--- src/rtl/bmem_arb_pkg.sv ---
// Shared types and geometry for the cache-to-burst-memory arbiter.
// Line/beat sizes and the FSM state encoding live here so sibling arbiters agree.
package bmem_arb_pkg;

    localparam int NUM_CLIENTS = 4;
    localparam int ADDR_BITS   = 32;
    localparam int OFFSET_BITS = 5;
    localparam int LINE_BITS   = 256;
    localparam int BEAT_BITS   = 64;
    localparam int BEATS       = LINE_BITS / BEAT_BITS;
    localparam int BEAT_CNT_W  = $clog2(BEATS);
    localparam int TAG_BITS    = ADDR_BITS - OFFSET_BITS;

    typedef enum logic [2:0] {
        IDLE,
        WR,
        RD_REQ,
        RD_WAIT,
        RESP
    } arb_state_t;

    // Line-aligned byte address from a line tag.
    function automatic logic [ADDR_BITS-1:0] line_base(input logic [TAG_BITS-1:0] tag);
        return {tag, {OFFSET_BITS{1'b0}}};
    endfunction

endpackage

--- src/rtl/rr_arbiter.sv ---
// Combinational round-robin picker: first requester at or after ptr, wrapping.
// Produces both a one-hot grant and its binary index.
module rr_arbiter #(
    parameter int N  = 4,
    parameter int IW = $clog2(N)
) (
    input  logic [N-1:0]  req,
    input  logic [IW-1:0] ptr,
    output logic [N-1:0]  grant,
    output logic [IW-1:0] grant_idx,
    output logic          grant_valid
);

    logic [IW-1:0] rot_idx [N];
    logic [N-1:0]  rot_req;

    // rot_req[k] is the requester k positions after ptr.
    genvar gi;
    generate
        for (gi = 0; gi < N; gi++) begin : g_rot
            logic [IW:0] sum;
            assign sum         = {1'b0, ptr} + (IW+1)'(gi);
            assign rot_idx[gi] = (sum >= (IW+1)'(N)) ? IW'(sum - (IW+1)'(N)) : IW'(sum);
            assign rot_req[gi] = req[rot_idx[gi]];
        end
    endgenerate

    always_comb begin
        grant       = '0;
        grant_idx   = '0;
        grant_valid = 1'b0;
        for (int i = N - 1; i >= 0; i--) begin
            if (rot_req[i]) begin
                grant_valid = 1'b1;
                grant_idx   = rot_idx[i];
            end
        end
        if (grant_valid) begin
            grant[grant_idx] = 1'b1;
        end
    end

endmodule

--- src/rtl/bmem_arbiter.sv ---
// Round-robin arbiter between the cache clients and the single burst-memory port.
// One line transaction at a time, serialised into BEATS beats of BEAT_BITS.
module bmem_arbiter
    import bmem_arb_pkg::*;
#(
    parameter int NUM_CLIENTS_P = NUM_CLIENTS,
    parameter bit CHECK_EN      = 1'b1
) (
    input  logic                             clk,
    input  logic                             rst,
    input  logic [NUM_CLIENTS_P*32-1:0]        cl_addr,
    input  logic [NUM_CLIENTS_P-1:0]           cl_read,
    input  logic [NUM_CLIENTS_P-1:0]           cl_write,
    input  logic [NUM_CLIENTS_P*LINE_BITS-1:0] cl_wdata,
    output logic [LINE_BITS-1:0]             cl_rdata,
    output logic [NUM_CLIENTS_P-1:0]           cl_resp,
    output logic [31:0]                      bmem_addr,
    output logic                             bmem_read,
    output logic                             bmem_write,
    output logic [BEAT_BITS-1:0]             bmem_wdata,
    input  logic                             bmem_ready,
    input  logic [31:0]                      bmem_raddr,
    input  logic [BEAT_BITS-1:0]             bmem_rdata,
    input  logic                             bmem_rvalid
);

    localparam int CW = (NUM_CLIENTS_P > 1) ? $clog2(NUM_CLIENTS_P) : 1;

    arb_state_t            state_reg, state_next;
    logic [CW-1:0]         rr_ptr_reg, rr_ptr_next;
    logic [CW-1:0]         grant_idx_reg, grant_idx_next;
    logic [BEAT_CNT_W-1:0] beat_cnt_reg, beat_cnt_next;
    logic [TAG_BITS-1:0]   tag_reg, tag_next;
    logic [LINE_BITS-1:0]  line_reg, line_next;
    logic                  is_write_reg, is_write_next;

    logic [NUM_CLIENTS_P-1:0] arb_grant;
    logic [CW-1:0]          arb_idx;
    logic                   arb_valid;
    logic                   last_beat;
    logic                   raddr_match;

    rr_arbiter #(
        .N  (NUM_CLIENTS_P),
        .IW (CW)
    ) u_rr (
        .req         (cl_read | cl_write),
        .ptr         (rr_ptr_reg),
        .grant       (arb_grant),
        .grant_idx   (arb_idx),
        .grant_valid (arb_valid)
    );

    assign last_beat   = (beat_cnt_reg == BEAT_CNT_W'(BEATS - 1));
    assign raddr_match = (bmem_raddr == line_base(tag_reg));

    always_comb begin
        state_next     = state_reg;
        rr_ptr_next    = rr_ptr_reg;
        grant_idx_next = grant_idx_reg;
        beat_cnt_next  = beat_cnt_reg;
        tag_next       = tag_reg;
        line_next      = line_reg;
        is_write_next  = is_write_reg;
        cl_rdata       = '0;
        cl_resp        = '0;
        bmem_addr      = '0;
        bmem_read      = 1'b0;
        bmem_write     = 1'b0;
        bmem_wdata     = '0;

        case (state_reg)
            IDLE: begin
                if (arb_valid) begin
                    grant_idx_next = arb_idx;
                    tag_next       = cl_addr[arb_idx*32 + OFFSET_BITS +: TAG_BITS];
                    line_next      = cl_wdata[arb_idx*LINE_BITS +: LINE_BITS];
                    // A client raising both read and write gets the write.
                    is_write_next  = cl_write[arb_idx];
                    beat_cnt_next  = '0;
                    rr_ptr_next    = (arb_idx == CW'(NUM_CLIENTS_P - 1)) ? '0 : arb_idx + 1'b1;
                    state_next     = cl_write[arb_idx] ? WR : RD_REQ;
                end
            end
            WR: begin
                bmem_write = 1'b1;
                bmem_addr  = line_base(tag_reg);
                bmem_wdata = line_reg[beat_cnt_reg*BEAT_BITS +: BEAT_BITS];
                if (bmem_ready) begin
                    beat_cnt_next = beat_cnt_reg + 1'b1;
                    if (last_beat) begin
                        state_next = RESP;
                    end
                end
            end
            RD_REQ: begin
                bmem_read = 1'b1;
                bmem_addr = line_base(tag_reg);
                if (bmem_ready) begin
                    beat_cnt_next = '0;
                    state_next    = RD_WAIT;
                end
            end
            RD_WAIT: begin
                // Beats tagged with some other line are not ours; drop them.
                if (bmem_rvalid && raddr_match) begin
                    line_next[beat_cnt_reg*BEAT_BITS +: BEAT_BITS] = bmem_rdata;
                    beat_cnt_next = beat_cnt_reg + 1'b1;
                    if (last_beat) begin
                        state_next = RESP;
                    end
                end
            end
            RESP: begin
                cl_resp[grant_idx_reg] = 1'b1;
                cl_rdata   = is_write_reg ? '0 : line_reg;
                state_next = IDLE;
            end
            default: state_next = IDLE;
        endcase
    end

    always_ff @(posedge clk) begin
        if (rst) begin
            state_reg     <= IDLE;
            rr_ptr_reg    <= '0;
            grant_idx_reg <= '0;
            beat_cnt_reg  <= '0;
            tag_reg       <= '0;
            line_reg      <= '0;
            is_write_reg  <= 1'b0;
        end else begin
            state_reg     <= state_next;
            rr_ptr_reg    <= rr_ptr_next;
            grant_idx_reg <= grant_idx_next;
            beat_cnt_reg  <= beat_cnt_next;
            tag_reg       <= tag_next;
            line_reg      <= line_next;
            is_write_reg  <= is_write_next;
        end
    end

    generate
        if (CHECK_EN) begin : g_chk
            always @(posedge clk) begin
                if (!rst && state_reg == RD_WAIT && bmem_rvalid) begin
                    assert (raddr_match)
                        else $error("bmem_arbiter: read beat with foreign raddr %h", bmem_raddr);
                end
            end
            genvar gi;
            for (gi = 0; gi < NUM_CLIENTS_P; gi++) begin : g_client
                always @(posedge clk) begin
                    if (!rst) begin
                        assert (!(cl_read[gi] && cl_write[gi]))
                            else $error("bmem_arbiter: client %0d read and write together", gi);
                    end
                end
            end
        end
    endgenerate

endmodule

--- config.mk ---
export PLATFORM = sky130hd
export DESIGN_NAME = bmem_arbiter
export DESIGN_NICKNAME = d
export VERILOG_FILES = /design/src/rtl/bmem_arb_pkg.sv /design/src/rtl/rr_arbiter.sv /design/src/rtl/bmem_arbiter.sv
export SDC_FILE = /design/constraint.sdc
export NUM_CORES = 2
export LEC_CHECK = 0
export ABC_AREA = 1
export CORE_AREA = 5 5 632 634
export CTS_CLUSTER_SIZE = 30
export DETAILED_ROUTE_END_ITERATION = 7
export DIE_AREA = 0 0 637 639
export PLACE_DENSITY = 0.3
export SLEW_MARGIN = 20
export SYNTH_ARGS = -nofsm -noshare
export SYNTH_HDL_FRONTEND = slang
export SYNTH_SLANG_ARGS = --single-unit
--- constraint.sdc ---
create_clock -name clk -period 4.2 [get_ports clk]
set_input_delay 0.84 -clock clk [delete_from_list [all_inputs] [get_ports clk]]
set_output_delay 0.84 -clock clk [all_outputs]
set_load 0.03 [all_outputs]
Yosys cells after proc, flatten, opt, wreduce, memory -nomap -nowiden
Index checks and enable logic that the tools add are counted.
{"block": "totals", "regBits": 293, "out_inout_bits": 358, "elab_cells": 104}
{"block": "op_classes", "addsub": 11, "magnitude_cmp": 11, "n_eq_ne": 11, "shifts": 5, "n_mux": 48, "n_bitwise": 1, "reduce_logical": 10}
{"cell": "2-to-1 mux 256 bit", "count": 4}
{"cell": "variable part select 1024 x 11 -> 256 bit", "count": 1}
{"cell": "case mux 256 bit (2 select lines)", "count": 1}
{"cell": "bitwise mux 256 bit", "count": 1}
{"cell": "variable shift 64 x 34 -> 256 bit (first input constant)", "count": 1}
{"cell": "variable part select 256 x 9 -> 64 bit", "count": 1}
{"cell": "variable part select 64 x 34 -> 256 bit", "count": 1}
{"cell": "variable part select 128 x 9 -> 27 bit", "count": 1}
{"cell": "2-to-1 mux 64 bit", "count": 1}
{"cell": "negation 8 -> 34 bit", "count": 1}
{"cell": "equality test 32 bit", "count": 1}
{"cell": "2-to-1 mux 32 bit", "count": 1}
{"cell": "2-to-1 mux 2 bit", "count": 14}
{"cell": "< comparator 2 x 3 -> 1 bit (second input constant)", "count": 6}
{"cell": "2-to-1 mux 3 bit", "count": 5}
{"cell": "2-to-1 mux 1 bit", "count": 12}
{"cell": "case mux 3 bit (4 select lines)", "count": 1}
{"cell": "binary-select mux 1 bit (select 2 bit)", "count": 5}
{"cell": ">= comparator 3 bit (second input constant)", "count": 3}
{"cell": "adder 7 x 3 -> 8 bit (second input constant)", "count": 1}
{"cell": "inequality test 2 bit (second input constant)", "count": 4}
{"cell": "case mux 2 bit (4 select lines)", "count": 1}
{"cell": "subtractor 2 x 1 -> 2 bit (second input constant)", "count": 4}
{"cell": "adder 2 x 2 -> 3 bit (second input constant)", "count": 2}
{"cell": "other kinds (20)", "count": 24}

Longest topological paths before layout
{"block": "logic_depth", "depth_word": 14, "mapped_depth": 19, "depth_no_buf": 16}

Modules after synthesis
Synthesis repeated with hierarchy kept, for this count alone.
{"block": "hier_totals", "hier_cells": 5314, "area_unflattened_um2": 28597.4}
{"module": "bmem_arbiter", "n_inst": 1, "cells_per_inst": 5259, "area_per_inst_um2": 28355.9}
{"module": "rr_arbiter", "n_inst": 1, "cells_per_inst": 55, "area_per_inst_um2": 241.5}

Worst setup path before layout
OpenSTA, ideal clock, no wires.
{"block": "synth_path", "path_kind": "register to output", "from": "register state_reg[1]", "to": "output port bmem_addr[11]", "t_arrival_ns": 2.210, "path_slack_ns": 1.150, "stages_incl_launch_ff": 8, "n_path_buf": 1, "path_cell_list": "dfxtp_1 -> inv_1 -> nor3_1 -> inv_1 -> nand2_1 -> clkinv_1 -> clkbuf_1 -> nor2_1"}
{"block": "synth_between", "elab_chain_len": 3, "word_cells_on_any_way": 4}
{"item": "from (decl)", "line_no": "bmem_arbiter.sv:29", "text": "arb_state_t state_reg, state_next;"}
{"item": "from (signal assigned)", "line_no": "bmem_arbiter.sv:133", "text": "state_reg <= state_next;"}
{"item": "equality test 3 x 2 -> 1 bit / equality test 3 x 1 -> 1 bit (equally long branches)", "line_no": "bmem_arbiter.sv:72", "text": "case (state_reg)"}
{"item": "OR reduction 2 bit (no source line) *"}
{"item": "2-to-1 mux 32 bit *", "line_no": "bmem_arbiter.sv:72"}
{"item": "to (decl)", "line_no": "bmem_arbiter.sv:17", "text": "output logic [31:0] bmem_addr,"}
Every way passes the cells marked *; elsewhere a longest branch is shown, timed or not.

Worst setup path after layout
{"block": "layout_path", "from": "register beat_cnt_reg[1]", "to": "output port bmem_wdata[61]"}
{"block": "layout_between", "elab_chain_len": 2}
{"item": "from (decl)", "line_no": "bmem_arbiter.sv:32", "text": "logic [BEAT_CNT_W-1:0] beat_cnt_reg, beat_cnt_next;"}
{"item": "from (signal assigned)", "line_no": "bmem_arbiter.sv:136", "text": "beat_cnt_reg <= beat_cnt_next;"}
{"item": "variable part select 256 x 9 -> 64 bit", "line_no": "bmem_arbiter.sv:88", "text": "bmem_wdata = line_reg[beat_cnt_reg*BEAT_BITS +: BEAT_BITS];"}
{"item": "2-to-1 mux 64 bit", "line_no": "bmem_arbiter.sv:72"}
{"item": "to (decl)", "line_no": "bmem_arbiter.sv:20", "text": "output logic [BEAT_BITS-1:0] bmem_wdata,"}
No other way between the ends.

==> results.toml <==
[run_status]
status = "complete, but fails checks"
failed_checks = "design-rule violations"

[worst_setup_path]
rr_startpoint = "beat_cnt_reg[0]"
slowest_delay_ns = 0.82
cp_num_cells = 6
crit_fanout = 16
cp-end-kind = "output port"
start_kind = "flop"
crit_slowest_cell = "clkdlybuf4s50_1"
r2r_slack_ns = 0.66
crit_end = "bmem_wdata[61]"
worstPathRequired_ns = 3.36
cp_common_cell = "a21oi_1"
path_class = "flop to output port"
worstSetupStartpoint = "beat_cnt_reg[1]"
path_delay_family = "buffers and inverters"
arrival_ns = 3.20
critical_path_buf_inv_count = 3
rr_worst_depth = 9
crit_chain = "inv_4 > buf_4 > a21oi_1 > o21ai_0 > a21oi_1 > clkdlybuf4s50_1"
r2r-end = "line_reg[25]"

[hold_path]
holdCritPathClass = "flop to flop"

[synth]
muxShareOfSynthArea_pct = 0
synth_xor_area_share_pct = 0.339
synth_top_area_share_pct = 19.9
netlist_top_cells_area = "nand3_1 (20%), dfxtp_1 (19%), nand2_1 (18%), inv_1 (12%), nor2_1 (8.1%)"
synth_most_common_cell = "nand2_1"
ys.flop_type = "dfxtp_1"
synth_seq_cells = 293
seq_area_frac_synth_pct = 18.9
synth.distinct_cells = 34
synth_common_cells = "nand2_1 (1,522), nand3_1 (1,228), inv_1 (1,000)"
synth_adder_area_share_pct = 0.202
synth_top_family_by_area = "simple AND/OR/NAND/NOR gates"
async_reset_ff_share_pct = 0
yosys.area.top_type = "nand3_1"
synth-simple-area-share_pct = 49.7
synth_compound_area_share_pct = 10.7
syn_area_per_cell_um2 = 5.10
synth_edf_count = 0
syn_inst = 6072
syn_area_mm2 = 0.0310
ys.warnings.count = 0

[clock_network]
clk_path_buf_depth = 3
cts.sinks = 293
tritoncts = "done"
cts_buffers = 51
holdBufCountCts = 0
clock_latency_ns = 0.71
post_cts_buffers = 0
path_clk_slew_ns = 0.06
cts_root_buffer = "clkbuf_16"
h-tree-depth = 2

[placed_design]
dpl-instance-area_mm2 = 0.0544
hpwl_mm = 322
gp_congestion = 0.890
pre_cts_slack_ns = 0.0389
io_buffers = 1592

[floorplan]
die_h_um = 639
ios = 1618
rows = 231
start_util_pct = 7.86
dieWidth_um = 637
core-area_mm2 = 0.394
die_area_mm2 = 0.407

[route]
firstDrtPassIters = 8
via_per_inst = 3.76
first_iter_violations = 4289
drc = 2
drt-wirelength-per-cell_um = 29.9
vias = 48100
routed_wl_mm = 382
ant_nets = 0

[layout]
final_area_mm2 = 0.0561
fin_nets = 8745
fin_util_pct = 14.3
syn_to_final_growth_pct = 81.3
drive_gt1_share_pct = 6.22
largest_reg_flops = 256

[power_and_ir_drop]
power_density_mw_per_mm2 = 764
power_leakage_uw = 0.0252
vdd_drop_max_v = 0.000424

[job]
cap_violations = 0

[global_routing]
grt_use_total_pct = 17.8
grt_pass1_wl_mm = 486
grt_pass1_vias = 46700
grt_max_degree = 115
grt.overflow.total = 0
antenna_found_initial = 221

[timing]
setup_viol = 0
layout_min_cycle_time_ns = 4.04
layout_setup_ws_ns = 0.161
final_hold_viol_count = 0
maxSlewViolCount = 0
max_freq_mhz = 248
rsz0062_at_grt = "no"
holdWs_ns = 0.506
skew_ns = 0.0294
worst_slew_pin_slew_ns = 1.04
period_share_pct = 96.2
maxSlewHeadroom_pct = 29.8
[cells by family (layout without fill, tap and decap cells)]
group / Yosys count / after routing
other cells: 1 / 44
flops: 293 / 293
simple gates: 3601 / 3601
fa+ha+maj: 5 / 5
buf+inv: 1512 / 2956
compound gates: 648 / 648
xor+xnor: 12 / 12
[layout by cell type, fill, tap and decap left out, drive strengths merged]
cell,count
diode,39
clkdlybuf4s50,1441
dlymetal6s2s,8
nor4,64
nand3b,1
o211ai,28
nand2,1527
and2,3
ha,5
o21ai,135
a21oi,482
dlygate4sd2,55
inv,1009
clkbuf,84
nor2,667
or2,4
buf,350
nor3,101
xnor2,4
xor2,8
clkinv,9
a31oi,1
dfxtp,293
nand3,1228
nand4,6
conb,5
o22ai,2
[per-layer routing]
metal  track usage [%]  vias to the layer above  wire length [µm]
li1                  -                    21900                 -
met1              22.6                    23500            163000
met2              30.7                     2165            184000
met3              4.72                      457             28100
met4              2.85                      118              6640
met5                 0                        -               816
[area by class of cell]
cell class,instances,area [µm²]
Timing Repair Buffer,1854,19000
Multi-Input combinational cell,4271,19000
Inverter,1009,3830
Clock buffer,84,1610
Tap cell,5242,6560
Sequential cell,293,5870
Fill cell,46400,338000
Clock inverter,9,63.8
Antenna cell,39,97.6
[worst min-delay path by stage]
stage	end	cells after the start	startpoint	slack, ns
3_5_place_dp	grant_idx_reg[0]	2	grant_idx_reg[0]	0.50
3_3_place_gp	grant_idx_reg[0]	2	grant_idx_reg[0]	0.50
2_1_floorplan	grant_idx_reg[0]	2	grant_idx_reg[0]	0.47
4_1_cts	grant_idx_reg[0]	2	grant_idx_reg[0]	0.51
5_1_grt	grant_idx_reg[0]	2	grant_idx_reg[0]	0.55
6_report	grant_idx_reg[0]	2	grant_idx_reg[0]	0.51
[worst register-to-register path: stages (launching register included)]
cell	delay (ns)
dfxtp_4	0.40
inv_8	0.46
buf_4	0.40
ha_1	0.36
inv_1	0.34
nand2_4	0.18
buf_4	0.40
nor4_1	0.69
nor2_1	0.12
a21oi_1	0.16
[report_power, final]
group	total, µW	internal (µW)	switching, µW
Sequential	4500	3920	579
Combinational	33900	9800	24100
Clock	4510	2590	1920
Total	42900	16300	26600
[repair_timing]
action / CTS / global route
gates resized for setup: 59 / 8
endpoints found under the setup margin: 57 / 8
endpoints found under the hold margin: 0 / 0
[metrics by stage]
step	setup TNS [ns]	cells	total power, µW
4_1_cts	0	12800	43800
6_report	0	12800	42900
3_3_place_gp	-0.0663	12700	39200
5_1_grt	0	12800	46000
2_1_floorplan	0	6076	21200
3_5_place_dp	0	12700	39100
Note: power is estimated with default switching activity, not from simulation.
